===== config.mk =====
export PLATFORM = sky130hd
export DESIGN_NAME = univ_shift_reg_flat
export DESIGN_NICKNAME = d
export VERILOG_FILES = /design/src/rtl/univ_shift_reg_if.sv /design/src/rtl/univ_shift_reg.sv /design/src/flat_wrapper.sv
export SDC_FILE = /design/constraint.sdc
export NUM_CORES = 1
export LEC_CHECK = 0
export ABC_CLOCK_PERIOD_IN_PS = 1600
export CAP_MARGIN = 0
export CORE_MARGIN = 2
export CORE_UTILIZATION = 36
export CTS_CLUSTER_DIAMETER = 80
export DETAILED_ROUTE_END_ITERATION = 8
export PLACE_DENSITY = 0.73
export SLEW_MARGIN = 10
export SYNTH_ARGS = -nofsm -noshare
export SYNTH_HDL_FRONTEND = slang
export SYNTH_SLANG_ARGS = --single-unit

===== constraint.sdc =====
create_clock -name C -period 1.6 [get_ports C]
set_input_delay 0.32 -clock C [delete_from_list [all_inputs] [get_ports C]]
set_output_delay 0.32 -clock C [all_outputs]
set_load 0.02 [all_outputs]

===== src/rtl/univ_shift_reg_if.sv =====
// Bus bundle for univ_shift_reg: control/data inputs and register-state outputs.
// Optional macro SHIFT_ROTATE_EN adds the ROT control signal.
interface univ_shift_reg_if #(
    parameter int WIDTH = 8
);
    localparam int CW = $clog2(WIDTH + 1);

    logic             EN;
    logic [1:0]       MODE;
    logic             SIL;
    logic             SIR;
    logic [WIDTH-1:0] D;
`ifdef SHIFT_ROTATE_EN
    logic             ROT;
`endif
    logic [WIDTH-1:0] Q;
    logic             SOL;
    logic             SOR;
    logic [CW-1:0]    CNT;
    logic             DONE;

`ifdef SHIFT_ROTATE_EN
    modport master (output EN, MODE, SIL, SIR, D, ROT, input Q, SOL, SOR, CNT, DONE);
    modport slave  (input EN, MODE, SIL, SIR, D, ROT, output Q, SOL, SOR, CNT, DONE);
`else
    modport master (output EN, MODE, SIL, SIR, D, input Q, SOL, SOR, CNT, DONE);
    modport slave  (input EN, MODE, SIL, SIR, D, output Q, SOL, SOR, CNT, DONE);
`endif
endinterface


===== src/rtl/univ_shift_reg.sv =====
// Universal shift register: hold, shift left, shift right, parallel load.
// A saturating shift counter with DONE lets a controller (de)serialise a
// full WIDTH-bit word without an external counter.
// Optional macro SHIFT_ROTATE_EN: ROT=1 turns shifts into rotates.
module univ_shift_reg #(
    parameter int               WIDTH   = 8,
    parameter logic [WIDTH-1:0] RST_VAL = '0
) (
    input  logic           C,
    input  logic           CLR,
    univ_shift_reg_if.slave bus
);
    localparam int            CW      = $clog2(WIDTH + 1);
    localparam logic [CW-1:0] CNT_MAX = CW'(WIDTH);

    typedef enum logic [1:0] {
        MODE_HOLD  = 2'b00,
        MODE_SHL   = 2'b01,
        MODE_SHR   = 2'b10,
        MODE_LOAD  = 2'b11
    } mode_e;

    logic [WIDTH-1:0] r_q;
    logic [CW-1:0]    r_cnt;
    logic [WIDTH-1:0] w_q_next;
    logic [CW-1:0]    w_cnt_next;
    logic             w_fill_left;
    logic             w_fill_right;

    // Counter increment that sticks at WIDTH so DONE stays high on extra shifts.
    function automatic logic [CW-1:0] sat_inc(input logic [CW-1:0] c);
        return (c == CNT_MAX) ? c : c + CW'(1);
    endfunction

    // Select the bit entering each end: serial input, or the wrapped-around bit when rotating.
    always_comb begin
`ifdef SHIFT_ROTATE_EN
        w_fill_left  = bus.ROT ? r_q[WIDTH-1] : bus.SIL;
        w_fill_right = bus.ROT ? r_q[0]       : bus.SIR;
`else
        w_fill_left  = bus.SIL;
        w_fill_right = bus.SIR;
`endif
    end

    // Next-state for register and counter; EN low or hold mode keeps both.
    always_comb begin
        w_q_next   = r_q;
        w_cnt_next = r_cnt;
        if (bus.EN) begin
            case (mode_e'(bus.MODE))
                MODE_SHL: begin
                    w_q_next   = {r_q[WIDTH-2:0], w_fill_left};
                    w_cnt_next = sat_inc(r_cnt);
                end
                MODE_SHR: begin
                    w_q_next   = {w_fill_right, r_q[WIDTH-1:1]};
                    w_cnt_next = sat_inc(r_cnt);
                end
                MODE_LOAD: begin
                    w_q_next   = bus.D;
                    w_cnt_next = '0;
                end
                default: begin
                    w_q_next   = r_q;
                    w_cnt_next = r_cnt;
                end
            endcase
        end
    end

    // State register; CLR low overrides everything and aborts any operation.
    always_ff @(posedge C) begin
        if (!CLR) begin
            r_q   <= RST_VAL;
            r_cnt <= '0;
        end else begin
            r_q   <= w_q_next;
            r_cnt <= w_cnt_next;
        end
    end

    assign bus.Q    = r_q;
    assign bus.SOL  = r_q[WIDTH-1];
    assign bus.SOR  = r_q[0];
    assign bus.CNT  = r_cnt;
    assign bus.DONE = (r_cnt == CNT_MAX);
endmodule


===== src/flat_wrapper.sv =====
// flat-port wrapper written by rule: the top's interface ports become plain ports
module univ_shift_reg_flat 
#(
    parameter int               WIDTH   = 8,
    parameter logic [WIDTH-1:0] RST_VAL = '0
)
  (C, CLR, bus_EN, bus_MODE, bus_SIL, bus_SIR, bus_D, bus_Q, bus_SOL, bus_SOR, bus_CNT, bus_DONE);
  univ_shift_reg_if #(.WIDTH(WIDTH)) bus_i ();
  input  logic C;
  input  logic CLR;
  input wire logic [$bits(bus_i.EN)-1:0] bus_EN;
  input wire logic [$bits(bus_i.MODE)-1:0] bus_MODE;
  input wire logic [$bits(bus_i.SIL)-1:0] bus_SIL;
  input wire logic [$bits(bus_i.SIR)-1:0] bus_SIR;
  input wire logic [$bits(bus_i.D)-1:0] bus_D;
  output wire logic [$bits(bus_i.Q)-1:0] bus_Q;
  output wire logic [$bits(bus_i.SOL)-1:0] bus_SOL;
  output wire logic [$bits(bus_i.SOR)-1:0] bus_SOR;
  output wire logic [$bits(bus_i.CNT)-1:0] bus_CNT;
  output wire logic [$bits(bus_i.DONE)-1:0] bus_DONE;
  assign bus_i.EN = bus_EN;
  assign bus_i.MODE = bus_MODE;
  assign bus_i.SIL = bus_SIL;
  assign bus_i.SIR = bus_SIR;
  assign bus_i.D = bus_D;
  assign bus_Q = bus_i.Q;
  assign bus_SOL = bus_i.SOL;
  assign bus_SOR = bus_i.SOR;
  assign bus_CNT = bus_i.CNT;
  assign bus_DONE = bus_i.DONE;
  univ_shift_reg #(.WIDTH(WIDTH), .RST_VAL(RST_VAL)) u_core (.C(C), .CLR(CLR), .bus(bus_i));
endmodule

* After elaboration in Yosys (flattened, before gate mapping) *
Index checks and enable logic that the tools add are counted.

word-level totals
  register bits after elaboration = 12
  bits of input ports = 15
  word-level logic and storage cells = 16

cells by class
  add/subtract/negate cells = 1
  equality and inequality tests = 5
  multiplexer cells = 3
  reductions and logical operators = 5

operators with widths
  cell                                                 number
  case mux 8 bit (3 select lines)                      1
  case mux 4 bit (2 select lines)                      1
  adder 4 x 1 -> 4 bit, second input constant          1
  equality test 2 bit, second input constant           2
  equality test 4 bit, second input constant           1
  two-way mux 4 bit                                    1
  AND reduction 3 bit                                  1
  nonzero test 3 bit                                   1
  equality test 2 x 1 -> 1 bit, second input constant  1
  inequality test 2 bit, second input constant         1
  AND reduction 2 bit                                  1
  nonzero test 2 bit                                   1
  OR reduction 2 bit                                   1

* Logic depth before layout (Yosys ltp) *
Gate-level depths: netlist of the first run.

  depth in word-level cells = 4
  mapped depth = 6
  gate-level depth less buffers = 5

* Least setup slack after synthesis of the first run *
OpenSTA, ideal clock, no wires.

  kind = register to register
  start = register u_core.r_cnt[0], in the netlist u_core.bus.CNT[0]
  end = register u_core.r_cnt[1], in the netlist u_core.bus.CNT[1]
  library setup time = 0.070 ns
  arrival time = 1.561 ns
  data required time = 1.530 ns
  setup slack = -0.031 ns
  stages on the path, launching flop included = 6
  buffers on the path = 0
  clock period less this slack = 1.631 ns
  path through = dfxtp_1 > inv_1 > ha_1 > and4b_4 > or4b_1 > a21boi_1

on the way
  longest elaborated chain between the ends = 3
  elaborated cells on any way between the ends = 6

RTL lines
  element                                                                        RTL line              text
  start: declaration                                                             univ_shift_reg.sv:24  logic [CW-1:0] r_cnt;
  start signal: assignment                                                       univ_shift_reg.sv:79  r_cnt <= w_cnt_next;
  adder 4 x 1 -> 4 bit / equality test 4 bit (equally long branches)             univ_shift_reg.sv:32  return (c == CNT_MAX) ? c : c + CW'(1);
  two-way mux 4 bit / inequality test 2 bit (equally long branches)              -
  case mux 4 bit (2 select lines) / AND reduction 3 bit (equally long branches)  -

Several ways; a longest one is shown, not always the timed one. The select of a mux whose other input is x is not followed.
A chain may end at the register's enable or synchronous reset.

* Worst setup path after layout of the first run *
  start = register u_core.r_cnt[1], in the netlist u_core.bus.CNT[1]
  end = register u_core.r_cnt[1], in the netlist u_core.bus.CNT[1]

Same word-level chain as after synthesis.

==> results of run 1 <==
[placed cells by master, fill, tap and decap left out, types with 2 or more instances in the layout]
| cell | instances |
|---|---|
| nand2_1 | 8 |
| ha_1 | 2 |
| a22oi_1 | 8 |
| nor2_1 | 2 |
| clkbuf_4 | 3 |
| dfxtp_2 | 2 |
| inv_2 | 4 |
| a31oi_1 | 9 |
| dlymetal6s2s_1 | 4 |
| inv_1 | 2 |
| dlygate4sd2_1 | 12 |
| buf_4 | 18 |
| ha_4 | 2 |
| dfxtp_1 | 10 |
| o21ai_0 | 10 |
| clkdlybuf4s50_1 | 12 |
[how the worst max path moves through the flow]
stage / start / endpoint / slack [ns] / cells after the start
4_1_cts: u_core.bus.Q[7] / bus_SOL / 0.005 / 1
2_1_floorplan: bus_MODE[0] / u_core.bus.CNT[1] / 0.05 / 5
6_report: u_core.bus.CNT[1] / u_core.bus.CNT[1] / 0.06 / 6
3_3_place_gp: bus_MODE[0] / u_core.bus.CNT[1] / -0.47 / 6
5_1_grt: u_core.bus.CNT[0] / u_core.bus.CNT[1] / -0.0008 / 6
3_5_place_dp: bus_MODE[0] / u_core.bus.CNT[1] / -0.53 / 6
[routing by layer]
metal	track usage	up-vias
met4	0.09444	0
li1	-	390
met3	0.05283	0
met5	0	-
met1	0.2309	353
met2	0.3270	26
[stage by stage]
stage                     worst slack [ns]    TNS (ns)  utilization  area, um^2
after global routing            -0.0007652  -0.0007652       0.6717        1172
after floorplan                    0.05280           0            -       681.9
after detailed placement           -0.5341      -4.436       0.6301        1100
after global placement             -0.4719      -3.923       0.6301        1100
final                              0.05720           0       0.6717        1172
after CTS                         0.005200           0       0.6480        1131
[worst reg2reg max path: stages (launching register included)]
cell      delay, ns
dfxtp_2        0.34
inv_2          0.04
ha_4           0.15
buf_6          0.10
and4b_4        0.18
or4b_1         0.51
a21boi_1       0.15
[state kept, by name, indices dropped and copies added, names as in the netlist]
signal and cells:
u_core.bus.Q 8, u_core.bus.CNT 4
[logic make-up after synthesis]
| family | Yosys count | synth area share |
|---|---|---|
| fa+ha+maj | 5 | 0.09208 |
| buf+inv | 12 | 0.07917 |
| simple gates | 18 | 0.1492 |
| flops | 12 | 0.3536 |
| compound gates | 34 | 0.3260 |
[timing repair]
item                       CTS  global route
pin swaps                    1             3
resized for setup           21             9
buffers inserted             0             2
setup endpoints to repair   23             5
gates cloned                 0             0
[report_power, final]
group / internal, mW / leakage, nW / switching, mW / total, mW
sequential: 0.317 / 0.0994 / 0.0155 / 0.333
combinational: 0.116 / 0.442 / 0.103 / 0.219
clock: 0.138 / 0.0210 / 0.109 / 0.247
[layout make-up]
class / instances / area [um^2]
Fill cell: 150 / 573.1
Sequential cell: 12 / 242.7
Tap cell: 25 / 31.28
Timing Repair Buffer: 48 / 426.7
Multi-Input combinational cell: 57 / 412.9
Clock buffer: 4 / 36.28
Inverter: 6 / 22.52
==> out/qor.txt, run 1 <==
Status = finished, final reports clean
Uppermost layer routed = met3
Via/cell ratio = 5.059
IO Pins = 30
Min cycle time layout = 1.543 ns
Die height = 47.44 um
Crit path largest cell delay = 0.51 ns
Core area = 1745 um^2
Worst EP arrival = 1.75 ns
Non-filler instance count after layout = 152
Hold EP = u_core.bus.Q[1]
Hold Buf Count CTS = 0
Synth-to-layout area growth = 72.56%
Clock Skew = 0.004206 ns
Hold depth = 2
DIE WIDTH = 47.44 um
Number of enable flip-flop cells after synthesis = 0
Hold/Removal Path Class = reg -> reg
H-tree depth = 1
Crit Path Max Fanout = 4
Worst-Skew Late Latency = 0.28 ns
CP max stage cell = or4b_1
Power Total = 0.7996 mW
Setup violations, final = 0
Max Cap Viol = 0
Top Family by Delay on Critical Path = simple AND/OR/NAND/NOR gates
CP Launch Type = flip-flop
Routed WL = 1909 um
Async SR Flop Fraction = 0
Hold Startpoint = u_core.bus.Q[0]
Met2 WL = 964 um
R2R Path End = u_core.bus.CNT[1]
Top cells by area, synth = dfxtp_1 (35%), ha_1 (9.2%), a22oi_1 (8.8%)
Cells along the critical path = inv_2, ha_4, buf_6, and4b_4, or4b_1, a21boi_1
Routed via count = 769
Power per standard cell area = 682.1 nW/um^2
Vias in the first global route = 739
Synth warnings = 0
Syn Nets = 101
N_diodes = 0
R2R Setup Slk = 0.06 ns
Inserted Clock Buffers = 3
WL met1 = 846 um
Slew @ Worst Pin = 0.3743 ns
Starting Density = 0.3892
FMAX = 648.2 MHz
GRT Residual Overflow = 0
Detailed Routing Iterations Pass 1 = 4
CTS tree = built
Post-synthesis cell area = 679.4 um^2
Largest net degree at the start of global routing = 17
Synth Flop Type = dfxtp_1
DRC violations left = 0
Critical Path RT = 1.80 ns
Leakage = 0.5621 nW
Part of the Yosys area used for sequential elements = 0.3536
1st-iter DRT viols = 22
Synthesized flop and latch total = 12
Row cnt = 15
Initial antenna violation count = 0
Distinct cells, synth = 25
DR WL/cell = 12.56 um
FF-to-FF path depth = 6
Worst rel slew slack = 0.7497
First-pass GRT wire length = 3042 um
Synth Instances = 81
CTS clk-pin slew, worst paths = 0.08 ns
CP Capture Type = flip-flop
Count leader, synth = dfxtp_1
Detail Route Antenna Nets = 0
VDD IR-drop max = 518.7 uV
Die ar. = 2251 um^2
Placed Cells = 146
RePlAce Congestion = 0.8334
Path type of the worst setup path = reg -> reg
Avg Cell Area, Syn = 8.388 um^2
Total GRT Usage = 0.1957
Share of cells above drive strength 1 = 0.2835
Reg-to-reg critical path startpoint = u_core.bus.CNT[1]
Max Buffers Root-to-Sink = 2
Final hold violation count = 0
Detail Placement HPWL = 1461 um
Synth area leader = dfxtp_1
Max Slew Vio Count = 0
WP buf/inv = 2
Synth top cells by count = dfxtp_1 (12), o21ai_0 (11), a31oi_1 (9)
Crit share post-route = 0.9642
Hold slack = 0.5037 ns
Top cell type's share of synthesized area = 0.3536
Port-buffer cells = 29
Routed wl met3 = 97 um
NumNets Final = 148
Clk root buf = clkbuf_4
Clock Sinks = 12
No activity file was read; power rests on OpenSTA's default activity.
==> run 2: changes to the inputs <==
--- a/config.mk
+++ b/config.mk
@@ -11,4 +11,5 @@
 export CORE_UTILIZATION = 36
 export CTS_CLUSTER_DIAMETER = 80
+export CTS_CLUSTER_SIZE = 25
 export DETAILED_ROUTE_END_ITERATION = 8
 export PLACE_DENSITY = 0.73
==> constraint.sdc (replaced) <==
create_clock -name C -period 1.6 [get_ports C]
set_input_delay 0.4 -clock C [delete_from_list [all_inputs] [get_ports C]]
set_output_delay 0.4 -clock C [all_outputs]
set_load 0.02 [all_outputs]
==> out/qor.txt, run 2 (synthesized netlist as in run 1, its figures left out) <==
Max Buffers Root-to-Sink = 2 (unchanged)
Detailed Routing Iterations Pass 1 = 4 (unchanged)
Final hold violation count = 0 (unchanged)
Vias in the first global route = 723 (-2.2%)
NumNets Final = 146 (-1.4%)
Hold Buf Count CTS = 0 (unchanged)
Initial antenna violation count = 0 (unchanged)
N_diodes = 0 (unchanged)
Cells along the critical path = inv_1, ha_2, and3b_2, buf_6
H-tree depth = 1 (unchanged)
CP Capture Type = primary output
VDD IR-drop max = 478.4 uV (-7.8%)
Crit Path Max Fanout = 2 (-2)
Hold depth = 2 (unchanged)
Worst EP arrival = 1.16 ns (-0.59 ns)
Max Slew Vio Count = 0 (unchanged)
Commonest cells after routing, fill and taps aside = buf_4 (17), dlygate4sd2_1 (16), clkdlybuf4s50_1 (12)
Status = finished, final reports clean
Inserted Clock Buffers = 3 (unchanged)
Die ar. = 2251 um^2 (unchanged)
Setup Fix Bufs, Post-CTS = 0 (unchanged)
Commonest non-fill, non-tap cell in the layout = buf_4
GRT Residual Overflow = 0 (unchanged)
Core Util, Final = 0.6487 (-0.02294)
Hold/Removal Path Class = reg -> reg
Via/cell ratio = 5.195 (+2.7%)
Share of cells above drive strength 1 = 0.2742 (-0.009271)
Starting Density = 0.3892 (unchanged)
RePlAce Congestion = 0.8150 (-2.2%)
Min cycle time layout = 1.556 ns (+0.01336 ns)
CP max stage cell = dfxtp_2
Non-filler instance count after layout = 149 (-2.0%)
Power per standard cell area = 640.9 nW/um^2 (-6.0%)
Core area = 1745 um^2 (unchanged)
Unrepaired setup endpoints after global routing = no
Leakage = 0.4962 nW (-12%)
Path type of the worst setup path = reg -> out
Placed Cells = 146 (unchanged)
First-pass GRT wire length = 2849 um (-6.3%)
IO Pins = 30 (unchanged)
Clk root buf = clkbuf_4
Row cnt = 15 (unchanged)
Post-route cell area = 1132 um^2 (-3.4%)
Hold slack = 0.4953 ns (-0.008386 ns)
DR WL/cell = 11.89 um (-5.3%)
Setup violations, final = 0 (unchanged)
Stages on worst setup path = 4 (-2)
CP Launch Type = flip-flop
Total GRT Usage = 0.1760 (-0.01968)
Largest net degree at the start of global routing = 17 (unchanged)
Clock Sinks = 12 (unchanged)
1st-iter DRT viols = 12 (-45%)
Crit path to = bus_DONE
Slew @ Worst Pin = 0.2071 ns (-0.1672 ns)
Post-Place Cell Area = 1099 um^2 (-0.11%)
Max Cap Viol = 0 (unchanged)
Routed via count = 774 (+0.65%)
Worst rel slew slack = 0.8605 (+0.1108)
Routed WL = 1772 um (-7.2%)
Crit share post-route = 0.9726 (+0.008351)
Die height = 47.44 um (unchanged)
DIE WIDTH = 47.44 um (unchanged)
DRC violations left = 0 (unchanged)
R2R Path End = u_core.bus.CNT[1]
Crit path largest cell delay = 0.32 ns (-0.19 ns)
Number of flip-flops under the largest register name = 8 (unchanged)
CTS clk-pin slew, worst paths = 0.07 ns (about the same)
R2R Setup Slk = 0.06 ns (about the same)
Critical Path RT = 1.20 ns (-0.60 ns)
FMAX = 642.6 MHz (-0.86%)
Synth-to-layout area growth = 66.67%
Top Family by Delay on Critical Path = flip-flops
Detail Route Antenna Nets = 0 (unchanged)
FF-to-FF path depth = 6 (unchanged)
Detail Placement HPWL = 1380 um (-5.6%)
Port-buffer cells = 29 (unchanged)
Worst-Skew Late Latency = 0.26 ns (-0.02 ns)
WP buf/inv = 2 (unchanged)
Clock Skew = 0.004197 ns (-0.000009500 ns)
CTS tree = built
Reg-to-reg critical path startpoint = u_core.bus.CNT[0]
Critical Path Source = u_core.bus.CNT[0]
[run 2: changes by cell type in the layout (fill, tap and decap cells not counted), sizes merged]
| cell | delta |
|---|---|
| dlymetal6s2s | -4 |
| clkbuf | -1 |
| buf | -2 |
| dlygate4sd2 | +4 |
[run 2: power by group]
part | internal, mW | switching (mW) | total, mW
Combinational | 0.108 | 0.101 | 0.209
Clock | 0.0868 | 0.0968 | 0.184
Sequential | 0.317 | 0.0156 | 0.333
Total | 0.512 | 0.214 | 0.726
[run 2: final cells by class]
class,instances,area (um^2)
fill,161,613.1
multi-input combinational,57,414.1
timing repair buffer,46,399.1
sequential,12,242.7
tap,25,31.28
clock buffer,3,22.52
inverter,6,22.52
[run 2: worst min path at each step]
stage / from / end
3_5_place_dp: u_core.bus.Q[0] / u_core.bus.Q[1]
6_report: u_core.bus.Q[0] / u_core.bus.Q[1]
5_1_grt: u_core.bus.Q[2] / u_core.bus.Q[3]
2_1_floorplan: CLR / u_core.bus.Q[2]
4_1_cts: u_core.bus.Q[0] / u_core.bus.Q[1]
3_3_place_gp: u_core.bus.Q[0] / u_core.bus.Q[1]
[run 2: what timing repair did]
action,in CTS,in global routing
gates resized for setup,25,7
cloned,0,0
endpoints found under the setup margin,27,2
pin swaps,1,2
[run 2: layer usage]
metal | GRT usage | up-vias | share of wire
met3 | 0.03396 | 6 | 0.052
met1 | 0.2138 | 344 | 0.47
met2 | 0.2946 | 33 | 0.46
li1 | - | 391 | -
met5 | 0 | - | 0
met4 | 0.08889 | 0 | 0.023
[run 2: per-stage QoR]
stage          power [mW]  TNS (ns)  worst slack (ns)
2_1_floorplan      0.4358         0           0.01058
3_3_place_gp       0.5539    -4.129           -0.5092
3_5_place_dp       0.5564    -4.473           -0.5619
4_1_cts            0.7266         0          0.001624
5_1_grt            0.7623         0          0.007189
6_report           0.7257         0           0.04384
[run 2: worst register-to-register path, cell delays in order, from the launching register on]
cell,delay (ns)
dfxtp_2,0.32
inv_1,0.04
ha_2,0.18
buf_4,0.13
and4b_4,0.18
or4b_4,0.51
a21boi_2,0.12
